<file path="src/rtl/muldiv_pkg.sv">
// Shared types and op-decode helpers for the RV32M multiply/divide unit.
package muldiv_pkg;

    typedef enum logic [2:0] {
        OP_MUL    = 3'd0,
        OP_MULH   = 3'd1,
        OP_MULHSU = 3'd2,
        OP_MULHU  = 3'd3,
        OP_DIV    = 3'd4,
        OP_DIVU   = 3'd5,
        OP_REM    = 3'd6,
        OP_REMU   = 3'd7
    } md_op_e;

    typedef enum logic [1:0] {
        S_IDLE = 2'd0,
        S_CALC = 2'd1,
        S_FIX  = 2'd2,
        S_DONE = 2'd3
    } md_state_e;

    function automatic logic is_div(input md_op_e op);
        return (op == OP_DIV) || (op == OP_DIVU) || (op == OP_REM) || (op == OP_REMU);
    endfunction

    function automatic logic is_rem(input md_op_e op);
        return (op == OP_REM) || (op == OP_REMU);
    endfunction

    function automatic logic a_signed(input md_op_e op);
        return (op == OP_MULH) || (op == OP_MULHSU) || (op == OP_DIV) || (op == OP_REM);
    endfunction

    function automatic logic b_signed(input md_op_e op);
        return (op == OP_MULH) || (op == OP_DIV) || (op == OP_REM);
    endfunction

endpackage

</file>
<file path="src/rtl/md_iter_step.sv">
// One iteration of the unsigned datapath: shift-add multiply or restoring
// shift-subtract divide on a 2*XLEN accumulator {high, low}.
module md_iter_step #(
    parameter int XLEN = 32
) (
    input  logic [2*XLEN-1:0] i_acc,
    input  logic [XLEN-1:0]   i_opnd,
    input  logic              i_is_div,
    output logic [2*XLEN-1:0] o_acc
);

    logic [XLEN:0] w_sum;
    logic [XLEN:0] w_rem_sh;
    logic [XLEN:0] w_diff;

    always_comb begin
        w_sum    = {1'b0, i_acc[2*XLEN-1:XLEN]} + {1'b0, i_opnd};
        w_rem_sh = i_acc[2*XLEN-1:XLEN-1];
        w_diff   = w_rem_sh - {1'b0, i_opnd};
        if (i_is_div) begin
            // Low half shifts the next dividend bit into the partial remainder and
            // collects quotient bits from the right.
            if (!w_diff[XLEN]) o_acc = {w_diff[XLEN-1:0], i_acc[XLEN-2:0], 1'b1};
            else               o_acc = {w_rem_sh[XLEN-1:0], i_acc[XLEN-2:0], 1'b0};
        end else if (i_acc[0]) begin
            o_acc = {w_sum, i_acc[XLEN-1:1]};
        end else begin
            o_acc = {1'b0, i_acc[2*XLEN-1:1]};
        end
    end

endmodule

</file>
<file path="src/rtl/ex_muldiv_unit.sv">
// Iterative RV32M multiply/divide unit for the execute stage.
// Define MULDIV_FAST_MUL_EN for a single-cycle multiplier on MUL* ops.
module ex_muldiv_unit
    import muldiv_pkg::*;
#(
    parameter int XLEN = 32
) (
    input  logic            clk,
    input  logic            rst,
    input  logic            MdStartE,
    input  logic [2:0]      MdOpE,
    input  logic [XLEN-1:0] SrcAE,
    input  logic [XLEN-1:0] SrcBE,
    input  logic            KillE,
    output logic            MdBusyE,
    output logic            MdDoneE,
    output logic [XLEN-1:0] MdResultE
);

    localparam int CNT_W = $clog2(XLEN) + 1;
    localparam logic [CNT_W-1:0] CNT_LAST = CNT_W'(XLEN - 1);
    localparam logic [XLEN-1:0]  INT_MIN  = {1'b1, {(XLEN-1){1'b0}}};

    md_state_e         r_state;
    md_op_e            r_op;
    logic [CNT_W-1:0]  r_cnt;
    logic [2*XLEN-1:0] r_acc;
    logic [XLEN-1:0]   r_opnd;
    logic [XLEN-1:0]   r_result;
    logic              r_neg;
    logic              r_done;

    md_op_e            w_op;
    logic              w_a_neg, w_b_neg, w_neg, w_accept;
    logic [XLEN-1:0]   w_abs_a, w_abs_b;
    logic              w_early;
    logic [XLEN-1:0]   w_early_res;
    logic [2*XLEN-1:0] w_acc_init, w_acc_next, w_prod_fix;
    logic [XLEN-1:0]   w_div_sel, w_fix_res;

    assign w_op     = md_op_e'(MdOpE);
    assign w_accept = (r_state == S_IDLE) && MdStartE && !KillE;
    assign w_a_neg  = a_signed(w_op) && SrcAE[XLEN-1];
    assign w_b_neg  = b_signed(w_op) && SrcBE[XLEN-1];
    assign w_abs_a  = w_a_neg ? -SrcAE : SrcAE;
    assign w_abs_b  = w_b_neg ? -SrcBE : SrcBE;
    // Remainder follows the dividend; product and quotient follow the XOR.
    assign w_neg    = is_rem(w_op) ? w_a_neg : (w_a_neg ^ w_b_neg);
    assign w_acc_init = is_div(w_op) ? {{XLEN{1'b0}}, w_abs_a} : {{XLEN{1'b0}}, w_abs_b};

`ifdef MULDIV_FAST_MUL_EN
    logic signed [2*XLEN-1:0] w_fast_a, w_fast_b, w_fast_prod;
    assign w_fast_a    = {{XLEN{w_a_neg}}, SrcAE};
    assign w_fast_b    = {{XLEN{w_b_neg}}, SrcBE};
    assign w_fast_prod = w_fast_a * w_fast_b;
`endif

    always_comb begin
        w_early     = 1'b0;
        w_early_res = '0;
        if (is_div(w_op)) begin
            if (SrcBE == '0) begin
                w_early     = 1'b1;
                w_early_res = is_rem(w_op) ? SrcAE : '1;
            end else if (a_signed(w_op) && (SrcAE == INT_MIN) && (SrcBE == '1)) begin
                w_early     = 1'b1;
                w_early_res = is_rem(w_op) ? '0 : INT_MIN;
            end
        end
`ifdef MULDIV_FAST_MUL_EN
        else begin
            w_early     = 1'b1;
            w_early_res = (w_op == OP_MUL) ? w_fast_prod[XLEN-1:0] : w_fast_prod[2*XLEN-1:XLEN];
        end
`endif
    end

    md_iter_step #(.XLEN(XLEN)) u_step (
        .i_acc    (r_acc),
        .i_opnd   (r_opnd),
        .i_is_div (is_div(r_op)),
        .o_acc    (w_acc_next)
    );

    assign w_prod_fix = r_neg ? -r_acc : r_acc;
    assign w_div_sel  = is_rem(r_op) ? r_acc[2*XLEN-1:XLEN] : r_acc[XLEN-1:0];

    always_comb begin
        if (is_div(r_op))         w_fix_res = r_neg ? -w_div_sel : w_div_sel;
        else if (r_op == OP_MUL)  w_fix_res = w_prod_fix[XLEN-1:0];
        else                      w_fix_res = w_prod_fix[2*XLEN-1:XLEN];
    end

    always_ff @(posedge clk) begin
        if (!rst) begin
            r_state  <= S_IDLE;
            r_cnt    <= '0;
            r_result <= '0;
            r_done   <= 1'b0;
        end else begin
            r_done <= 1'b0;
            case (r_state)
                S_IDLE: begin
                    if (w_accept) begin
                        r_op   <= w_op;
                        r_cnt  <= '0;
                        r_acc  <= w_acc_init;
                        r_opnd <= is_div(w_op) ? w_abs_b : w_abs_a;
                        r_neg  <= w_neg;
                        if (w_early) begin
                            r_result <= w_early_res;
                            r_done   <= 1'b1;
                            r_state  <= S_DONE;
                        end else begin
                            r_state  <= S_CALC;
                        end
                    end
                end
                S_CALC: begin
                    if (KillE) begin
                        r_state <= S_IDLE;
                    end else begin
                        r_acc <= w_acc_next;
                        r_cnt <= r_cnt + 1'b1;
                        if (r_cnt == CNT_LAST) r_state <= S_FIX;
                    end
                end
                S_FIX: begin
                    if (KillE) begin
                        r_state <= S_IDLE;
                    end else begin
                        r_result <= w_fix_res;
                        r_done   <= 1'b1;
                        r_state  <= S_DONE;
                    end
                end
                S_DONE: r_state <= S_IDLE;
            endcase
        end
    end

    assign MdBusyE   = w_accept || (r_state == S_CALC) || (r_state == S_FIX);
    assign MdDoneE   = r_done;
    assign MdResultE = r_result;

endmodule

</file>
<file path="config.mk">
export PLATFORM = sky130hd
export DESIGN_NAME = ex_muldiv_unit
export DESIGN_NICKNAME = d
export VERILOG_FILES = /design/src/rtl/muldiv_pkg.sv /design/src/rtl/md_iter_step.sv /design/src/rtl/ex_muldiv_unit.sv
export SDC_FILE = /design/constraint.sdc
export NUM_CORES = 1
export LEC_CHECK = 0
export ABC_CLOCK_PERIOD_IN_PS = 11000
export BUFFER_PORTS_ARGS = -buffer_cell sky130_fd_sc_hd__buf_2
export CAP_MARGIN = 20
export CORE_MARGIN = 2
export CORE_UTILIZATION = 60
export DETAILED_ROUTE_END_ITERATION = 7
export PLACE_DENSITY = 0.79
export SETUP_SLACK_MARGIN = 0.3
export SLEW_MARGIN = 25
export SYNTH_ARGS = -nofsm -noshare
export SYNTH_HDL_FRONTEND = slang
export SYNTH_SLANG_ARGS = --single-unit
</file>
<file path="constraint.sdc">
create_clock -name clk -period 11 [get_ports clk]
set_clock_uncertainty 0.05 [all_clocks]
set_input_delay 1.65 -clock clk [delete_from_list [all_inputs] [get_ports clk]]
set_output_delay 1.65 -clock clk [all_outputs]
set_load 0.005 [all_outputs]
</file>
After elaboration in Yosys (flattened, before gate mapping)

Index checks and enable logic that the tools add are counted.

Output and inout bits: 34
Flip-flop bits (word level): 141

Add/subtract/negate cells: 7
Reductions and logical operators: 32
Muxes and demuxes: 41
Equality and inequality tests: 21
Bitwise gates (word level): 1

Operator list:

| kind                   | count |
|---|---|
| $mux W32               | 16 |
| $mux W64               | 6 |
| $pmux W64 S2           | 1 |
| $neg A32 Y32           | 3 |
| $eq A32 B32 Y1 const B | 2 |
| $neg A64 Y64           | 1 |
| $pmux W32 S2           | 1 |
| $add A32 B32 Y33       | 1 |
| $sub A33 B32 Y33       | 1 |
| $logic_not A32 Y1      | 1 |
| $eq A3 B3 Y1 const B   | 8 |
| $logic_or A1 B1 Y1     | 15 |
| $mux W6                | 2 |
| $pmux W6 S2            | 1 |
| $mux W2                | 5 |
| $ne A2 B2 Y1 const B   | 4 |
| $pmux W2 S4            | 1 |
| $reduce_and A4 Y1      | 2 |
| $mux W1                | 7 |
| $add A6 B1 Y6 const B  | 1 |
| $eq A6 B5 Y1 const B   | 1 |
| $logic_and A1 B1 Y1    | 6 |
| $reduce_and A3 Y1      | 2 |
| $eq A2 B2 Y1 const B   | 2 |
| other kinds (11)       | 12 |

Depth between registers and ports, before layout

Gate-level depths: netlist (run 1).

Depth in word-level cells: 12
Mapped depth: 15
Gate-level depth less buffers: 13

By module

A second synthesis (run 1) with hierarchy kept.

Cell total of the unflattened synthesis: 2065
Area, all modules: 16557.1 um^2

Modules (own cells, without submodules):

| module         | area each (um^2) | seq. area each (um^2) | cells an instance | times used |
|---|---|---|---|---|
| ex_muldiv_unit | 11760.0          | 3823.7                | 1381              | 1 |
| md_iter_step   | 4797.1           | 0.0                   | 684               | 1 |

Worst setup path before layout (run 1)

No wires, ideal clock.

Path kind: input to register
From: input port KillE
To: register r_acc[0], enable pin
Stages: 4
Arrival: 4.972 ns
Library setup time: 0.486 ns
Path buffers: 1
Slack: 5.492 ns
Cell sequence: clkbuf_1 nor4b_1 nor2_1 nor2_1

Cells in the longest elaborated chain, start to end: 4
Elaborated cells on any way between the ends: 5

Ends and longest elaborated chain:

| what                          | line                  | source |
|---|---|---|
| start, declared               | ex_muldiv_unit.sv:14  | `input logic KillE,` |
| $logic_not A1 Y1              | ex_muldiv_unit.sv:42  | `assign w_accept = (r_state == S_IDLE) && MdStartE && !KillE;` |
| $logic_and A1 B1 Y1           | ex_muldiv_unit.sv:42  |  |
| $ne A2 B2 Y1 (no line)        | n/a                   |  |
| $reduce_and A4 Y1 (no line) * | n/a                   |  |
| end signal, assigned          | ex_muldiv_unit.sv:107 | `r_acc <= w_acc_init;` |
| end signal, assigned          | ex_muldiv_unit.sv:123 | `r_acc <= w_acc_next;` |
| end, declared                 | ex_muldiv_unit.sv:27  | `logic [2*XLEN-1:0] r_acc;` |

Mark *: on every way between the ends. The rest lies on a longest branch, timed or not.
A chain may end at the register's enable or synchronous reset.

Worst setup path in the final report (run 1)

From: input port MdOpE[2]
To: register r_result[13] (netlist: MdResultE[13])

Cells in the longest elaborated chain, start to end: 12
Elaborated cells on any way between the ends: 27

Ends and longest elaborated chain:

| what                                         | line                  | source |
|---|---|---|
| start, declared                              | ex_muldiv_unit.sv:11  | `input logic [2:0] MdOpE,` |
| $eq A3 B1 Y1 or $eq A3 B2 Y1 (tied branches) | muldiv_pkg.sv:31      | `return (op == OP_MULH) \|\| (op == OP_MULHSU) \|\| (op == OP_DIV) \|\| (op == OP_REM);` |
| $logic_or A1 B1 Y1 (3 in series)             | muldiv_pkg.sv:31      |  |
| $logic_and A1 B1 Y1 (2 in series)            | ex_muldiv_unit.sv:65  | `end else if (a_signed(w_op) && (SrcAE == INT_MIN) && (SrcBE == '1)) begin` |
| $mux W32                                     | ex_muldiv_unit.sv:65  |  |
| $mux W32                                     | ex_muldiv_unit.sv:62  | `if (SrcBE == '0) begin` |
| $mux W32                                     | ex_muldiv_unit.sv:61  | `if (is_div(w_op)) begin` |
| $mux W32                                     | ex_muldiv_unit.sv:110 | `if (w_early) begin` |
| $mux W32                                     | ex_muldiv_unit.sv:104 | `if (w_accept) begin` |
| $pmux W32 S2                                 | ex_muldiv_unit.sv:102 | `case (r_state)` |
| end signal, assigned                         | ex_muldiv_unit.sv:111 | `r_result <= w_early_res;` |
| end signal, assigned                         | ex_muldiv_unit.sv:132 | `r_result <= w_fix_res;` |
| end, declared                                | ex_muldiv_unit.sv:29  | `logic [XLEN-1:0] r_result;` |

Parallel ways exist; a longest one is shown, timed or not. The select of a mux whose other input is x is not followed.

==> results by group, run 1 <==
Worst setup path
  • Crit-path slowest cell: and2_1
  • RR Startpoint: r_op[2]
  • Cells along the critical path: buf_2 > buf_4 > nor2_1 > xnor2_1 > and2_1 > nand3_1 > nor4_2 > o21ai_1 > o22a_1 > nor3_1 > a21oi_1 > a21oi_1
  • Worst setup SP type: input pin
  • Top fanout value on the critical path: 59
  • Required @ worst endpoint: 11310 ps
  • R2r worst-path depth: 11
  • Worst Setup End Kind: register
  • WS Path Type: input pin to register
  • CP peak stage delay: 680 ps
  • Worst r2r dst: MdResultE[31]
  • WP data arrival: 5250 ps
  • Internal reg-to-reg setup slack: 6180 ps
  • CP dominant cell by count: a21oi_1

Synth
  • Post-synthesis instance total: 1915
  • Top FF cell, synth: edfxtp_1
  • Syn Area/Cell: 7.951 um2
  • Seq/Total Area, Yosys: 25.11%
  • Yosys reg bits: 141
  • Syn Nets: 2058
  • Post-Syn Area: 0.01523 mm2
  • Async set or reset register ratio after synthesis: 0%
  • Post-synth EDFFs: 100
  • Yosys cell types: 86
  • Yosys Warn Count: 0

Clocking
  • # resized after CTS: 0
  • H-tree depth: 4
  • Bufs on Longest Clock Path: 2
  • CTS tree: yes
  • Clk slew on worst S/H paths: 70 ps
  • TritonCTS Sinks: 141
  • Clock latency on the worst-skew pair: 450 ps
  • Clock root cell: clkbuf_16
  • CTS Hold Bufs: 0
  • CTS Buf Count: 17
  • Postcts setup bufs: 0

Floorplanning
  • Core area: 0.02504 mm2
  • Cell Rows: 58
  • IO Count: 105
  • Die Y: 163.3 um
  • Die X-Extent: 163.3 um
  • Die ar.: 0.02667 mm2
  • Initial Utilization: 60.81%

Pwr
  • Static Leak: 6.549 nW
  • Total power: 1.762 mW
  • Pwr Density: 107.2 mW/mm2
  • Peak supply drop: 74.28 uV

Global route
  • First-pass GRT wire length: 82200 um
  • Vias in the first global route: 14176
  • Initial antenna violation count: 3
  • Gr usage total: 40.19%
  • Grt ovf: 0
  • Pin count of the biggest net entering global routing: 118

STA
  • RSZ-0062 raised after global routing: no
  • Worst Tran Pin Value: 1001 ps
  • Final hold viol count: 0
  • Period utilization: 44.92%
  • FMAX: 202.4 MHz
  • Final Max Slew Viols: 0
  • Max transition margin: 33.21%
  • Setup TNS: 0 ps
  • Final setup violation count: 0
  • Clock period minus worst slack: 4941 ps

Cells and area
  • Most common cell after layout, fill and taps aside: a21oi_1
  • Commonest non-fill, non-tap cells in the layout: 184 x a21oi_1, 155 x nor2_1, 151 x nand2_1, 140 x o21ai_0, 127 x mux2i_1
  • Final cell count without fillers: 2266
  • Syn-to-layout area delta: 8.004%
  • Ant diodes: 0
  • Final nets: 2066
  • Share of layout cells above drive strength 1: 9.866%

Routing
  • Drt drc: 0
  • Drt wl/cell: 23.81 um
  • 1st-iter DRT viols: 1997
  • Vias per cell: 6.854
  • Via count: 15532
  • Antenna-violating nets left: 0
  • TritonRoute pass-1 iters: 6
  • Post-detailed-routing wire length: 53960 um

Place
  • GP Congestion: 1.027
  • Port bufs: 104
  • Placed Cells: 2234
  • DP HPWL: 40710 um

Min path
  • Hold EP: r_cnt[5]
  • Hold WC Path Type: register to register
  • Worst Hold Path Cells: 2
  • HP Start: r_cnt[5]

Run
  • Max-cap viol count: 0

Outcome
  • Status: complete, no violations
[critical path: cells and delay by family]
| family | cells | cell delay [ps] |
|---|---|---|
| buf+inv | 2 | 650 |
| compound gates | 4 | 960 |
| xor+xnor | 1 | 250 |
| simple gates | 5 | 1710 |
[flip-flops by register name, indices dropped and copies added (netlist names)]
register   flops
MdDoneE        1
MdResultE     32
r_acc         64
r_cnt          6
r_neg          1
r_op           3
r_opnd        32
r_state        2
[Yosys cell counts, types with 12 or more instances]
master      n  area [um2]
inv_1      60       225.2
or3_1      33       206.5
o211ai_1   17       127.6
buf_1      15       56.30
o21ai_0   140       700.7
nand3_1    30       150.1
clkbuf_1   99       371.6
nor2b_1    19       118.9
nor2_1    159       596.8
a21oi_1   184       920.9
xor2_1     89       779.5
nor3_1     48       240.2
edfxtp_1  100        3003
o31ai_1    45       337.8
mux2i_1   127        1271
a31oi_1    21       131.4
nand2b_1   17       106.4
a21o_1     38       285.3
o41ai_1    15       131.4
nand2_1   152       570.6
o22ai_1    29       181.4
dfxtp_1    41       820.8
nand4_1    19       118.9
xnor2_1   114       998.5
buf_2      12       60.06
a211oi_1   42       315.3
ha_1       70       875.8
nor4_1     19       118.9
[where the power goes]
group	total, mW	switching [mW]	internal (mW)
clock	0.609	0.298	0.311
combinational	0.506	0.317	0.189
sequential	0.648	0.0462	0.602
total	1.76	0.661	1.10
[logic make-up (layout without fill, tap and decap cells)]
kind of cell | count (synthesis) | in the layout | share of synthesized area, %
buffers and inverters | 192 | 213 | 4.939
AO/OA/AOI/OAI | 615 | 615 | 25.40
multiplexers | 135 | 135 | 8.965
flip-flops | 141 | 141 | 25.11
adder cells (fa/ha/maj) | 72 | 72 | 6.015
XOR/XNOR | 203 | 203 | 11.68
AND/OR/NAND/NOR | 557 | 557 | 17.89
[routing by layer]
| layer | GRT usage [%] | wire length (um) | part of all wire (%) |
|---|---|---|---|
| met1 | 53.06 | 21370 | 40 |
| met2 | 61.51 | 23680 | 44 |
| met3 | 9.218 | 5952 | 11 |
| met4 | 20.72 | 2923 | 5.4 |
| met5 | 0 | 39 | 0.072 |
[how the worst max path moves through the flow]
stage	startpoint	to	slack, ps	cells after the start
final	MdOpE[2]	MdResultE[13]	6060	12
after detailed placement	SrcBE[9]	MdResultE[13]	5710	11
after CTS	SrcBE[9]	MdResultE[13]	6130	11
after global routing	SrcBE[9]	MdResultE[25]	5820	10
after floorplan	KillE	r_acc[0]	5490	4
after global placement	SrcBE[9]	MdResultE[1]	5530	10
[metrics by stage]
stage          worst slack, ps  hold slack [ps]  area, um2  utilization, %
6_report                  6059            445.2      16440           65.68
5_1_grt                   5822            473.1      16440           65.68
3_5_place_dp              5712            427.3      15830           63.21
3_3_place_gp              5531            417.5      15790           63.08
2_1_floorplan             5492            399.2      15230               -
4_1_cts                   6135            441.7      16440           65.67
[layout make-up]
| class | instances | area [um2] |
|---|---|---|
| inverters | 62 | 232.7 |
| clock inverters | 15 | 191.4 |
| fillers | 2186 | 8592 |
| well taps | 330 | 412.9 |
| repair buffers | 119 | 665.6 |
| multi-input cells | 1582 | 10690 |
| flip-flops and latches | 141 | 3824 |
| clock buffers | 17 | 425.4 |
Power figures use the tool's default switching activity.
==> run 2: changes to the inputs <==
ABC_CLOCK_PERIOD_IN_PS = 4700   (was 11000)
clock period = 4.7 ns   (was 11 ns; I/O delays follow)
==> run 2 against run 1 <==
The flow now finishes with violations (DRC). Clock power up 120%. Final cell count up 1.1%. Total power up 130%. Register-to-register slack got worse by 5600 ps. Via count increased by 0.75%. Core utilization up 0.56 points. Sequential cell count unchanged. Sequential power grew 130%. Non-clock buffer count is 26 higher. Worst setup slack worse by 5500 ps. Global-route usage grew 0.57 points. First-iteration DRC count increased by 14%. Critical path type is now register to register. Critical endpoint is now r_acc[61].
==> results by group, run 2 (synthesis gave the netlist of run 1 again) <==
STA
  • Max transition margin: 39.49%
  • Final setup violation count: 0
  • Period utilization: 87.34%
  • RSZ-0062 raised after global routing: no
  • Final hold viol count: 0
  • Final Max Slew Viols: 0
  • Final WS setup: 594.9 ps
  • FMAX: 243.6 MHz
  • Setup TNS: 0 ps
  • Worst Tran Pin Value: 905.5 ps
  • Clock period minus worst slack: 4105 ps

Floorplanning
  • Initial Utilization: 60.81%
  • IO Count: 105
  • Die X-Extent: 163.3 um
  • Die Y: 163.3 um
  • Die ar.: 0.02667 mm2
  • Core area: 0.02504 mm2
  • Cell Rows: 58

Routing
  • Vias per cell: 6.827
  • Via count: 15648
  • Drt drc: 4
  • Antenna-violating nets left: 0
  • Met3 WL: 5823 um
  • TritonRoute pass-1 iters: 8
  • 1st-iter DRT viols: 2284
  • Highest metal used: met4
  • Met2 WL post-DR: 24010 um
  • Post-detailed-routing wire length: 55000 um
  • Length of routed wiring on met1: 22280 um
  • Drt wl/cell: 24.00 um

Worst setup path
  • WP data arrival: 4250 ps
  • Required @ worst endpoint: 4840 ps
  • Internal reg-to-reg setup slack: 590 ps
  • Worst Setup End Kind: register
  • Top fanout value on the critical path: 33
  • WS Path Type: register to register
  • Worst setup SP type: register

Pwr
  • Pwr Density: 244.9 mW/mm2
  • Switch Pwr: 1.487 mW
  • Clock share of power: 33.2%
  • Seq pwr share: 37.1%
  • Total power: 4.062 mW
  • Peak supply drop: 179.5 uV
  • Sw frac: 36.62%
  • Power Internal: 2.574 mW
  • Comb pwr share: 29.6%
  • Static Leak: 6.654 nW

Global route
  • Grt ovf: 0
  • Initial antenna violation count: 0
  • Vias in the first global route: 13996
  • First-pass GRT wire length: 82860 um
  • Gr usage total: 40.76%
  • Pin count of the biggest net entering global routing: 59

Clocking
  • H-tree depth: 4
  • CTS Hold Bufs: 0
  • CTS Buf Count: 17
  • Bufs on Longest Clock Path: 2
  • Clk slew on worst S/H paths: 70 ps
  • Postcts setup bufs: 0
  • CTS tree: yes
  • Clock root cell: clkbuf_16
  • TritonCTS Sinks: 141
  • Clock latency on the worst-skew pair: 440 ps
  • # resized after CTS: 0

Outcome
  • Status: complete, but fails checks
  • Failing checks: DRC

Min path
  • Hold WC Path Type: register to register

Cells and area
  • Commonest non-fill, non-tap cells in the layout: 184 x a21oi_1, 156 x nor2_1, 151 x nand2_1, 140 x o21ai_0, 127 x mux2i_1
  • Top reg by flops: r_acc
  • Ant diodes: 0
  • Final nets: 2092
  • Max reg flops: 64
  • Most common cell after layout, fill and taps aside: a21oi_1
  • Share of layout cells above drive strength 1: 10.96%
  • Syn-to-layout area delta: 8.925%

Place
  • Pre-CTS WS: 461.0 ps
  • GP Congestion: 1.052
  • Port bufs: 104
  • DP HPWL: 42440 um

Run
  • Max-cap viol count: 0
run 2: changes by cell type in the layout (fill, tap and decap cells not counted):
cell	previous run	this run
clkinvlp_4	0	1
inv_8	6	3
clkinv_8	6	1
nor2_2	3	2
nand3_1	29	30
inv_4	0	1
clkbuf_8	0	1
buf_4	13	39
inv_6	2	3
nor2_1	155	156
nand3_2	1	0
clkinv_2	0	1
clkinv_4	1	4
run 2: area by class of cell:
class                      count  area, um2
multi-input combinational   1582      10690
fill                        2216       8452
sequential                   141       3824
timing repair buffer         145      860.8
clock buffer                  18      439.2
tap                          330      412.9
inverter                      62      232.7
clock inverter                14      130.1
run 2: routing by layer:
metal / vias to the layer above / global-route usage (%)
li1: 7172 / -
met1: 7345 / 56.07
met2: 961 / 62.95
met3: 170 / 6.171
met4: 0 / 19.07
met5: - / 0
run 2: final timing paths:
path	from	cells after the start	to
worst max-delay path	r_acc[31]	13	r_acc[61]
worst min-delay path	r_cnt[1]	2	r_cnt[1]
worst max register to register	r_acc[31]	13	r_acc[61]
worst min register to register	r_cnt[1]	2	r_cnt[1]
run 2: critical path, stage by stage (launching register included):
cell and delay, ps:
edfxtp_1 520, inv_1 150, ha_1 250, fa_1 410, nor2b_1 220, o31a_1 220, o41a_1 350, a31oi_1 140
buf_4 180, a21o_1 220, a211oi_4 280, buf_12 260, nand2_1 290, o211a_1 310
run 2: power groups by stage:
stage               clock (mW)  sequential, mW  combinational, mW
floorplan                    0            1.47              0.831
global route              1.40            1.51               1.29
CTS                       1.35            1.50               1.17
finish                    1.35            1.51               1.20
global placement             0            1.53               1.14
detailed placement           0            1.53               1.16
run 2: through the flow:
| step | hold slack (ps) | cell area (um2) | std cells | utilization (%) |
|---|---|---|---|---|
| floorplan | 399.2 | 15230 | 1915 | - |
| global placement | 414.7 | 15990 | 2259 | 63.86 |
| detailed placement | 426.0 | 16020 | 2260 | 63.97 |
| CTS | 436.4 | 16580 | 2292 | 66.24 |
| global route | 462.3 | 16580 | 2292 | 66.24 |
| finish | 438.6 | 16580 | 2292 | 66.24 |
